**config.mk**
```make
export PLATFORM = sky130hd
export DESIGN_NAME = sat_bin_dispatch
export DESIGN_NICKNAME = d
export VERILOG_FILES = /design/src/rtl/sat_bin_dispatch.sv
export SDC_FILE = /design/constraint.sdc
export NUM_CORES = 1
export LEC_CHECK = 0
export ABC_AREA = 1
export BUFFER_PORTS_ARGS = -buffer_cell sky130_fd_sc_hd__buf_2
export CORE_MARGIN = 2
export CORE_UTILIZATION = 55
export CTS_BUF_LIST = sky130_fd_sc_hd__clkbuf_8
export DETAILED_ROUTE_END_ITERATION = 12
export PLACE_DENSITY = 0.87
export SLEW_MARGIN = 20
export SYNTH_ARGS = -nofsm -noshare
export SYNTH_HDL_FRONTEND = slang
export SYNTH_SLANG_ARGS = --single-unit
```
**constraint.sdc**
```tcl
create_clock -name clk -period 4.3 [get_ports clk]
set_input_delay 0.215 -clock clk [delete_from_list [all_inputs] [get_ports clk]]
set_output_delay 0.215 -clock clk [all_outputs]
set_load 0.05 [all_outputs]
```
**src/rtl/sat_bin_dispatch.sv**
```systemverilog
// sat_bin_dispatch: round-robin bin dispatcher for NUM_CORES sat_engine
// channels with a retry queue and global SAT/UNSAT aggregation.
module sat_bin_dispatch #(
   parameter int NUM_CORES    = 4,
   parameter int WIDTH_BIN_ID = 10,
   parameter int WIDTH_CORE   = 2
) (
   input  logic                              clk,
   input  logic                              rst,
   input  logic                              start_i,
   input  logic [WIDTH_BIN_ID-1:0]           num_bins_i,
   output logic                              done_o,
   output logic                              global_sat_o,
   output logic                              global_unsat_o,
   output logic [NUM_CORES-1:0]              start_core_o,
   output logic [NUM_CORES*WIDTH_BIN_ID-1:0] cur_bin_num_o,
   input  logic [NUM_CORES-1:0]              done_core_i,
   input  logic [NUM_CORES-1:0]              local_sat_i,
   input  logic [NUM_CORES-1:0]              local_unsat_i
);

   localparam int CW = $clog2(NUM_CORES + 1);

   localparam logic [1:0] S_IDLE  = 2'd0;
   localparam logic [1:0] S_RUN   = 2'd1;
   localparam logic [1:0] S_FLUSH = 2'd2;
   localparam logic [1:0] S_DONE  = 2'd3;

   typedef logic [WIDTH_BIN_ID-1:0] bin_t;
   typedef logic [CW-1:0]           cnt_t;
   typedef logic [WIDTH_CORE-1:0]   core_t;

   logic [1:0]           state_q, state_d;
   logic [NUM_CORES-1:0] busy_q, busy_d;
   logic [NUM_CORES-1:0] start_core_q, start_core_d;
   bin_t                 cur_bin_q [NUM_CORES];
   bin_t                 cur_bin_d [NUM_CORES];
   bin_t                 fifo_q [NUM_CORES];
   bin_t                 fifo_d [NUM_CORES];
   cnt_t                 fifo_cnt_q, fifo_cnt_d;
   core_t                rr_ptr_q, rr_ptr_d;
   bin_t                 sat_cnt_q, sat_cnt_d;
   bin_t                 next_bin_q, next_bin_d;
   bin_t                 num_bins_q, num_bins_d;
   logic                 done_q, done_d;
   logic                 gsat_q, gsat_d;
   logic                 gunsat_q, gunsat_d;

   logic                 accept;
   logic                 unsat_now;
   logic                 active;
   logic                 disp;
   logic                 fifo_pop;
   bin_t                 disp_bin;
   logic [NUM_CORES-1:0] fin;
   logic                 grant_vld;
   core_t                grant;
   core_t                widx;

   function automatic core_t wrap_idx(input core_t base, input int off);
      int s;
      s = int'(base) + off;
      if (s >= NUM_CORES) s = s - NUM_CORES;
      return core_t'(s);
   endfunction

   // First idle core at or after rr_ptr, wrapping around
   always_comb begin
      grant     = '0;
      grant_vld = 1'b0;
      for (int i = 0; i < NUM_CORES; i++) begin
         if (!grant_vld && !busy_q[wrap_idx(rr_ptr_q, i)]) begin
            grant     = wrap_idx(rr_ptr_q, i);
            grant_vld = 1'b1;
         end
      end
   end

   // Run control: start, verdict collection, dispatch, retry queue
   always_comb begin
      state_d      = state_q;
      busy_d       = busy_q;
      start_core_d = '0;
      cur_bin_d    = cur_bin_q;
      fifo_d       = fifo_q;
      fifo_cnt_d   = fifo_cnt_q;
      rr_ptr_d     = rr_ptr_q;
      sat_cnt_d    = sat_cnt_q;
      next_bin_d   = next_bin_q;
      num_bins_d   = num_bins_q;
      done_d       = done_q;
      gsat_d       = gsat_q;
      gunsat_d     = gunsat_q;
      unsat_now    = 1'b0;
      disp         = 1'b0;
      fifo_pop     = 1'b0;
      disp_bin     = '0;
      widx         = '0;

      accept = start_i && (state_q == S_IDLE || state_q == S_DONE);

      if (accept) begin
         num_bins_d = num_bins_i;
         sat_cnt_d  = '0;
         next_bin_d = '0;
         fifo_cnt_d = '0;
         done_d     = 1'b0;
         gsat_d     = 1'b0;
         gunsat_d   = 1'b0;
         if (num_bins_i == '0) begin
            state_d = S_DONE;
            done_d  = 1'b1;
            gsat_d  = 1'b1;
         end else begin
            state_d = S_RUN;
         end
      end

      // Finishing cores free up; verdicts only count while running
      fin    = done_core_i & busy_q;
      busy_d = busy_q & ~fin;
      if (state_q == S_RUN) begin
         for (int k = 0; k < NUM_CORES; k++) begin
            if (fin[k]) begin
               if (local_unsat_i[k]) unsat_now = 1'b1;
               else if (local_sat_i[k]) sat_cnt_d = sat_cnt_d + bin_t'(1);
            end
         end
      end

      // A fresh start dispatches in its own cycle; UNSAT stops dispatch
      active = (state_q == S_RUN && !unsat_now) ||
               (accept && num_bins_i != '0);

      if (active && grant_vld) begin
         if (fifo_cnt_d != '0) begin
            disp     = 1'b1;
            fifo_pop = 1'b1;
            disp_bin = fifo_q[0];
         end else if (next_bin_d < num_bins_d) begin
            disp       = 1'b1;
            disp_bin   = next_bin_d;
            next_bin_d = next_bin_d + bin_t'(1);
         end
      end

      if (disp) begin
         start_core_d[grant] = 1'b1;
         busy_d[grant]       = 1'b1;
         cur_bin_d[grant]    = disp_bin;
         rr_ptr_d            = wrap_idx(grant, 1);
      end

      // Pop sees the old head; pushes follow in ascending core order
      if (fifo_pop) begin
         for (int i = 0; i < NUM_CORES - 1; i++) fifo_d[i] = fifo_q[i+1];
         fifo_cnt_d = fifo_cnt_d - cnt_t'(1);
      end
      if (state_q == S_RUN && !unsat_now) begin
         for (int k = 0; k < NUM_CORES; k++) begin
            if (fin[k] && !local_sat_i[k] && !local_unsat_i[k]) begin
               widx         = fifo_cnt_d[WIDTH_CORE-1:0];
               fifo_d[widx] = cur_bin_q[k];
               fifo_cnt_d   = fifo_cnt_d + cnt_t'(1);
            end
         end
      end

      if (state_q == S_RUN) begin
         if (unsat_now) begin
            if (busy_d == '0) begin
               state_d  = S_DONE;
               done_d   = 1'b1;
               gunsat_d = 1'b1;
            end else begin
               state_d = S_FLUSH;
            end
         end else if (sat_cnt_d == num_bins_q) begin
            state_d = S_DONE;
            done_d  = 1'b1;
            gsat_d  = 1'b1;
         end
      end else if (state_q == S_FLUSH) begin
         if (busy_d == '0) begin
            state_d  = S_DONE;
            done_d   = 1'b1;
            gunsat_d = 1'b1;
         end
      end
   end

   // State, per-core bookkeeping and retry queue registers
   always_ff @(posedge clk or negedge rst) begin
      if (!rst) begin
         state_q      <= S_IDLE;
         busy_q       <= '0;
         start_core_q <= '0;
         cur_bin_q    <= '{default: '0};
         fifo_q       <= '{default: '0};
         fifo_cnt_q   <= '0;
         rr_ptr_q     <= '0;
         sat_cnt_q    <= '0;
         next_bin_q   <= '0;
         num_bins_q   <= '0;
         done_q       <= 1'b0;
         gsat_q       <= 1'b0;
         gunsat_q     <= 1'b0;
      end else begin
         state_q      <= state_d;
         busy_q       <= busy_d;
         start_core_q <= start_core_d;
         cur_bin_q    <= cur_bin_d;
         fifo_q       <= fifo_d;
         fifo_cnt_q   <= fifo_cnt_d;
         rr_ptr_q     <= rr_ptr_d;
         sat_cnt_q    <= sat_cnt_d;
         next_bin_q   <= next_bin_d;
         num_bins_q   <= num_bins_d;
         done_q       <= done_d;
         gsat_q       <= gsat_d;
         gunsat_q     <= gunsat_d;
      end
   end

   assign done_o         = done_q;
   assign global_sat_o   = gsat_q;
   assign global_unsat_o = gunsat_q;
   assign start_core_o   = start_core_q;

   for (genvar g = 0; g < NUM_CORES; g++) begin : g_bin
      assign cur_bin_num_o[g*WIDTH_BIN_ID +: WIDTH_BIN_ID] = cur_bin_q[g];
   end

endmodule

```
==> results of run 1 <==
-- cells in the final DEF (no fill, tap or decap), types with 11 or more instances in the layout --
cell type,count
o21ai_1,22
a31oi_1,25
buf_4,50
inv_1,146
dfrtp_1,125
nand3_1,74
xor2_1,11
clkbuf_8,18
buf_2,70
nand2_2,37
o211ai_1,32
ha_1,32
nand2_1,388
nand4_1,14
nor2_1,95
o21ai_0,154
a21oi_1,54
inv_2,21
-- timing repair --
item,CTS,global route
pin swaps,8,22
hold endpoints to repair,70,0
gates cloned,0,2
gates resized for setup,6,62
hold buffers,2,0
buffers inserted,11,8
endpoints found under the setup margin,29,45
-- final cells by class --
cell class / count / area, um^2
timing repair buffer: 130 / 889.6
clock inverter: 14 / 166.4
sequential: 128 / 3207
multi-input combinational: 1050 / 5748
clock buffer: 18 / 247.7
fill: 1373 / 5917
inverter: 173 / 659.4
tap: 225 / 281.5
-- how the worst max path moves through the flow --
stage,start,to
after global routing,rr_ptr_q[0],fifo_cnt_q[2]
after global placement,rr_ptr_q[0],fifo_cnt_q[2]
after CTS,rr_ptr_q[0],fifo_cnt_q[2]
after detailed placement,rr_ptr_q[0],fifo_cnt_q[2]
final,rr_ptr_q[0],fifo_q[14]
after floorplan,state_q[0],fifo_cnt_q[2]
-- sequential cells by signal (all words and copies together) (netlist names), 2 cells and up --
register,flops
rr_ptr_q,2
start_core_o,4
cur_bin_num_o,40
fifo_q,40
sat_cnt_q,10
state_q,2
fifo_cnt_q,3
busy_q,4
next_bin_q,10
num_bins_q,10
-- kinds of logic after synthesis --
kind of cell / Yosys count
and+or+nand+nor: 660
xor gates and xnor gates: 19
AOI/OAI and AO/OA: 332
buffers and inverters: 229
adders and majority gates: 39
DFF: 128
-- through the flow --
step	cells	setup TNS (ns)	area (um^2)	utilization, %	hold slack, ns
after floorplan	1407	0	9587	-	-0.08059
after global placement	1683	0	10280	60.04	0.4084
after detailed placement	1683	-0.6845	10280	60.04	0.4056
after CTS	1728	-0.03169	10830	63.27	0.01417
after global routing	1738	-0.2367	11200	65.43	0.02867
final	1738	0	11200	65.43	0.02665
-- where the power goes --
| group | total, mW | switching (mW) | internal [mW] | leakage (nW) |
|---|---|---|---|---|
| combinational | 5.97 | 3.93 | 2.04 | 3.88 |
| clock | 1.10 | 0.516 | 0.585 | 0.200 |
| sequential | 2.10 | 0.415 | 1.69 | 1.63 |
| total | 9.17 | 4.86 | 4.31 | 5.72 |
-- layer usage --
metal | wire length, um | global-route usage [%]
met1 | 11830 | 40.56
met2 | 13560 | 51.80
met3 | 2982 | 7.295
met4 | 1230 | 12.96
met5 | 0 | 0
==> results.json, run 1 <==
{
  "netlist.area_leader.share_pct": 33.58,
  "start_kind": "flop",
  "antennaDiodeCount": 0,
  "max_cap_viol_count": 0,
  "rows": 48,
  "critPathCaptureType": "flop",
  "setup_ws_ns": 0.1242,
  "total_power_mw": 9.172,
  "reg2reg_slack_ns": 0.12,
  "period_minus_slack_ns": 4.176,
  "crit_top_cell": "inv_2",
  "post-synth-top-count-cell": "nand2_1",
  "fmax_mhz": 239.5,
  "yosys_warnings": 0,
  "reg2reg_to": "fifo_q[14]",
  "gp_congestion": 0.9393,
  "synth_edf_count": 0,
  "hold_violations": 0,
  "grt_pass1_wl_um": 46270,
  "initial_core_util_pct": 55.72,
  "ant_nets": 0,
  "synth_fa_ha_area_share_pct": 5.116,
  "critical_path.max_fanout": 7,
  "drive_gt1_share_pct": 19.43,
  "finalNetCount": 1564,
  "area_delta_synth_final_pct": 17.42,
  "cts_tree": "done",
  "h-tree-depth": 4,
  "die_x_um": 135.7,
  "synthMuxAreaShare_pct": 0,
  "cp_slowest_cell": "dfrtp_2",
  "worst-endpoint-arrival_ns": 4.52,
  "crit_buf_inv": 8,
  "synthSimpleGateAreaFrac_pct": 30.26,
  "antenna_found_initial": 0,
  "slowest_delay_ns": 0.44,
  "drt_pass1_iterations": 6,
  "worst_pin_slew_ns": 1.198,
  "cpLargestDelayFamily": "adder cells",
  "numPortBuffers": 71,
  "synth.distinct_cells": 49,
  "rsz0062_at_grt": "yes",
  "routed-via-count": 10287,
  "synth_top_family_by_area": "simple AND/OR/NAND/NOR gates",
  "outcome": "completed",
  "slew_headroom_pct": 20.06,
  "syn_area_um2": 9538,
  "ir_drop_uv": 550.4,
  "r2r_start": "rr_ptr_q[0]",
  "synthXorXnorAreaFrac_pct": 2.138,
  "grt_overflow": 0,
  "ys_seq_area_share_pct": 33.58,
  "ys_top_cells_by_area": "dfrtp_1, nand2_1, o21ai_0, inv_1, ha_1",
  "vias_per_cell": 5.919,
  "drtIter0Drc": 1114,
  "hold-path-endpoint": "busy_q[0]",
  "routed_wl_um": 29600,
  "place_ws_ns": -0.2150,
  "clock_path_buffers": 2,
  "rr_worst_depth": 27,
  "worstPathRequired_ns": 4.65,
  "synth_ff_type": "dfrtp_1",
  "root_buffer": "clkbuf_8",
  "path_depth": 27,
  "place_hpwl_um": 20070,
  "grt_pass1_vias": 9501,
  "hold_path_startpoint": "done_core_i[0]",
  "clk_pin_slew_ns": 0.08,
  "num_io_pins": 72,
  "clk_latency_ns": 0.47,
  "setup_viol": 0,
  "async_flop_share_pct": 100.0,
  "wl_per_cell_um": 17.03,
  "power_density_nw_per_um2": 819.0,
  "yosys.area.top_type": "dfrtp_1",
  "criticalPathCategory": "reg -> reg",
  "synth_commonest_cells": "nand2_1, o21ai_0, inv_1",
  "ys_ff_latch": 128,
  "hold_class": "in -> reg",
  "clock_sinks": 128,
  "syn_inst": 1407,
  "p_leak_nw": 5.716,
  "synth_compound_area_share_pct": 19.77,
  "track_usage_pct": 31.68,
  "dieHeight_um": 135.7,
  "grt_max_degree": 72,
  "numCtsBuffers": 17,
  "skew_ns": 0.01680,
  "holdPathStages": 2,
  "timing.final.crit_share_pct": 97.11,
  "finalMaxSlewViolations": 0,
  "syn-num-nets": 1471,
  "drc": 0,
  "core-area_um2": 17120,
  "syn_area_per_cell_um2": 6.779,
  "dieArea_um2": 18410
}
(Power assumes the default switching activity.)
==> inputs of run 2 (changes only) <==
- PLACE_DENSITY: 0.87 -> 0.84
- clock period: 4.3 -> 5.1 ns (I/O delays scaled with it)
==> run 2 against run 1 <==
Against the previous run: routed wire length down 4.8%; die area did not move; count of clock-buffer cells in the layout unchanged; register-to-register slack better by 0.24 ns; critical path depth is 1 lower; sequential power down 16%; first-iteration DRC count shrank 3.7%; cell count is 2.0% lower; largest cell class unchanged; worst setup slack improved by 0.24 ns; critical path type unchanged; combinational power down 26%.
==> results.json, run 2 (synthesized netlist as in run 1, its figures left out) <==
{
  "clk_latency_ns": 0.47,
  "ir_drop_uv": 484.1,
  "period_minus_slack_ns": 4.734,
  "power_density_nw_per_um2": 671.8,
  "core-area_um2": 17120,
  "p_sw_share_pct": 53.51,
  "place_hpwl_um": 19810,
  "antennaDiodeCount": 0,
  "utilization_pct": 61.97,
  "grt_pass1_vias": 9148,
  "reg2reg_to": "fifo_q[37]",
  "grt_overflow": 0,
  "grt_pass1_wl_um": 46080,
  "hold_violations": 0,
  "place_ws_ns": 0.2075,
  "rsz0062_at_grt": "yes",
  "worst-endpoint-arrival_ns": 5.10,
  "worstPathRequired_ns": 5.47,
  "drive_gt1_share_pct": 14.95,
  "ant_nets": 0,
  "setup_viol": 0,
  "cts_tree": "done",
  "clk_pin_slew_ns": 0.08,
  "p_leak_nw": 5.500,
  "drt_pass1_iterations": 8,
  "initial_core_util_pct": 55.72,
  "criticalPathCategory": "reg -> reg",
  "critical_path.max_fanout": 18,
  "seqPwrFrac_pct": 24.9,
  "die_x_um": 135.7,
  "worst_pin_slew_ns": 1.057,
  "critPathCaptureType": "flop",
  "finalMaxSlewViolations": 0,
  "track_usage_pct": 31.54,
  "setup_ws_ns": 0.3660,
  "root_buffer": "clkbuf_8",
  "r2r_start": "state_q[0]",
  "numCtsBuffers": 17,
  "routed-via-count": 9924,
  "dieHeight_um": 135.7,
  "clkPwrFrac_pct": 13.5,
  "vias_per_cell": 5.827,
  "drtIter0Drc": 1073,
  "outcome": "completed",
  "rows": 48,
  "reg2reg_slack_ns": 0.37,
  "drc": 0,
  "final_common_cell": "nand2_1",
  "total_power_mw": 7.127,
  "switching_power_mw": 3.813,
  "max_cap_viol_count": 0,
  "numPortBuffers": 71,
  "routed_wl_um": 28190,
  "start_kind": "flop",
  "grt_max_degree": 54,
  "area_delta_synth_final_pct": 11.22,
  "rr_worst_depth": 26,
  "hold_class": "in -> reg",
  "antenna_found_initial": 0,
  "critPathLaunch": "state_q[0]",
  "skew_ns": 0.01921,
  "power_frac_comb_pct": 61.7,
  "final_cell_mix": "nand2_1, o21ai_0, inv_1",
  "fin_setup_tns_ns": 0,
  "fmax_mhz": 211.2,
  "internal_power_mw": 3.313,
  "clock_sinks": 128,
  "timing.final.crit_share_pct": 92.82,
  "dieArea_um2": 18410,
  "crit_end": "fifo_q[37]",
  "num_io_pins": 72,
  "gp_congestion": 0.9182,
  "h-tree-depth": 4,
  "finalNetCount": 1529,
  "wl_per_cell_um": 16.55,
  "slew_headroom_pct": 29.24,
  "clock_path_buffers": 2,
  "whs_ns": 0.04115
}
## run 2: metrics by stage
step / cell area, um^2 / instances
floorplan: 9538 / 1407
global placement: 10100 / 1666
detailed placement: 10100 / 1666
CTS: 10540 / 1699
global route: 10610 / 1703
finish: 10610 / 1703
## run 2: power groups by stage
stage               combinational, mW  clock, mW  sequential, mW
finish                           4.39      0.959            1.77
floorplan                        2.89          0            2.06
detailed placement               4.22          0            1.77
CTS                              4.26      0.962            1.75
global route                     4.94       1.02            1.80
global placement                 4.08          0            1.75
## run 2: timing repair
action | CTS | global route
endpoints found under the setup margin | 0 | 39
endpoints found under the hold margin | 43 | 0
setup buffers | 0 | 4
gates resized for setup | 0 | 11
hold buffers | 1 | 0
## run 2: per-layer routing
metal	global-route usage, %	wire length, um	up-vias
li1	-	-	4726
met1	42.87	11570	4574
met2	50.14	13000	543
met3	7.108	2875	81
met4	10.07	745	0
met5	0	0	-
## run 2: worst min-delay path by stage
stage | startpoint | end | depth (start not counted)
2_1_floorplan | rst | busy_q[0] | 0
3_3_place_gp | rst | sat_cnt_q[8] | 1
3_5_place_dp | rst | sat_cnt_q[7] | 1
4_1_cts | done_core_i[2] | busy_q[2] | 2
5_1_grt | done_core_i[3] | busy_q[3] | 2
6_report | done_core_i[2] | busy_q[2] | 2
## run 2: cell type report
cell class              instances  area (um^2)
clock buffers                  18        247.7
clock inverters                14        181.4
fillers                      1511         6509
inverters                     173        656.9
multi-input cells            1050         5483
flip-flops and latches        128         3204
well taps                     225        281.5
repair buffers                 95        553.0
## run 2: critical path: stages, from the launching register on
cell and delay (ns):
dfrtp_1 0.39, inv_1 0.06, ha_1 0.32, nand2_4 0.11, nand2_1 0.10, ha_1 0.21
nand2_1 0.12, nand3_4 0.11, inv_2 0.08, nand3_1 0.10, nand2_4 0.13, inv_1 0.07
ha_1 0.28, inv_1 0.05, o21a_1 0.18, inv_1 0.08, ha_1 0.31, o21ai_4 0.17
inv_1 0.08, ha_1 0.30, o21ai_2 0.09, ha_1 0.19, nand2_1 0.46, o21ai_0 0.23
a31oi_1 0.20, nor2_1 0.07, a21oi_1 0.16
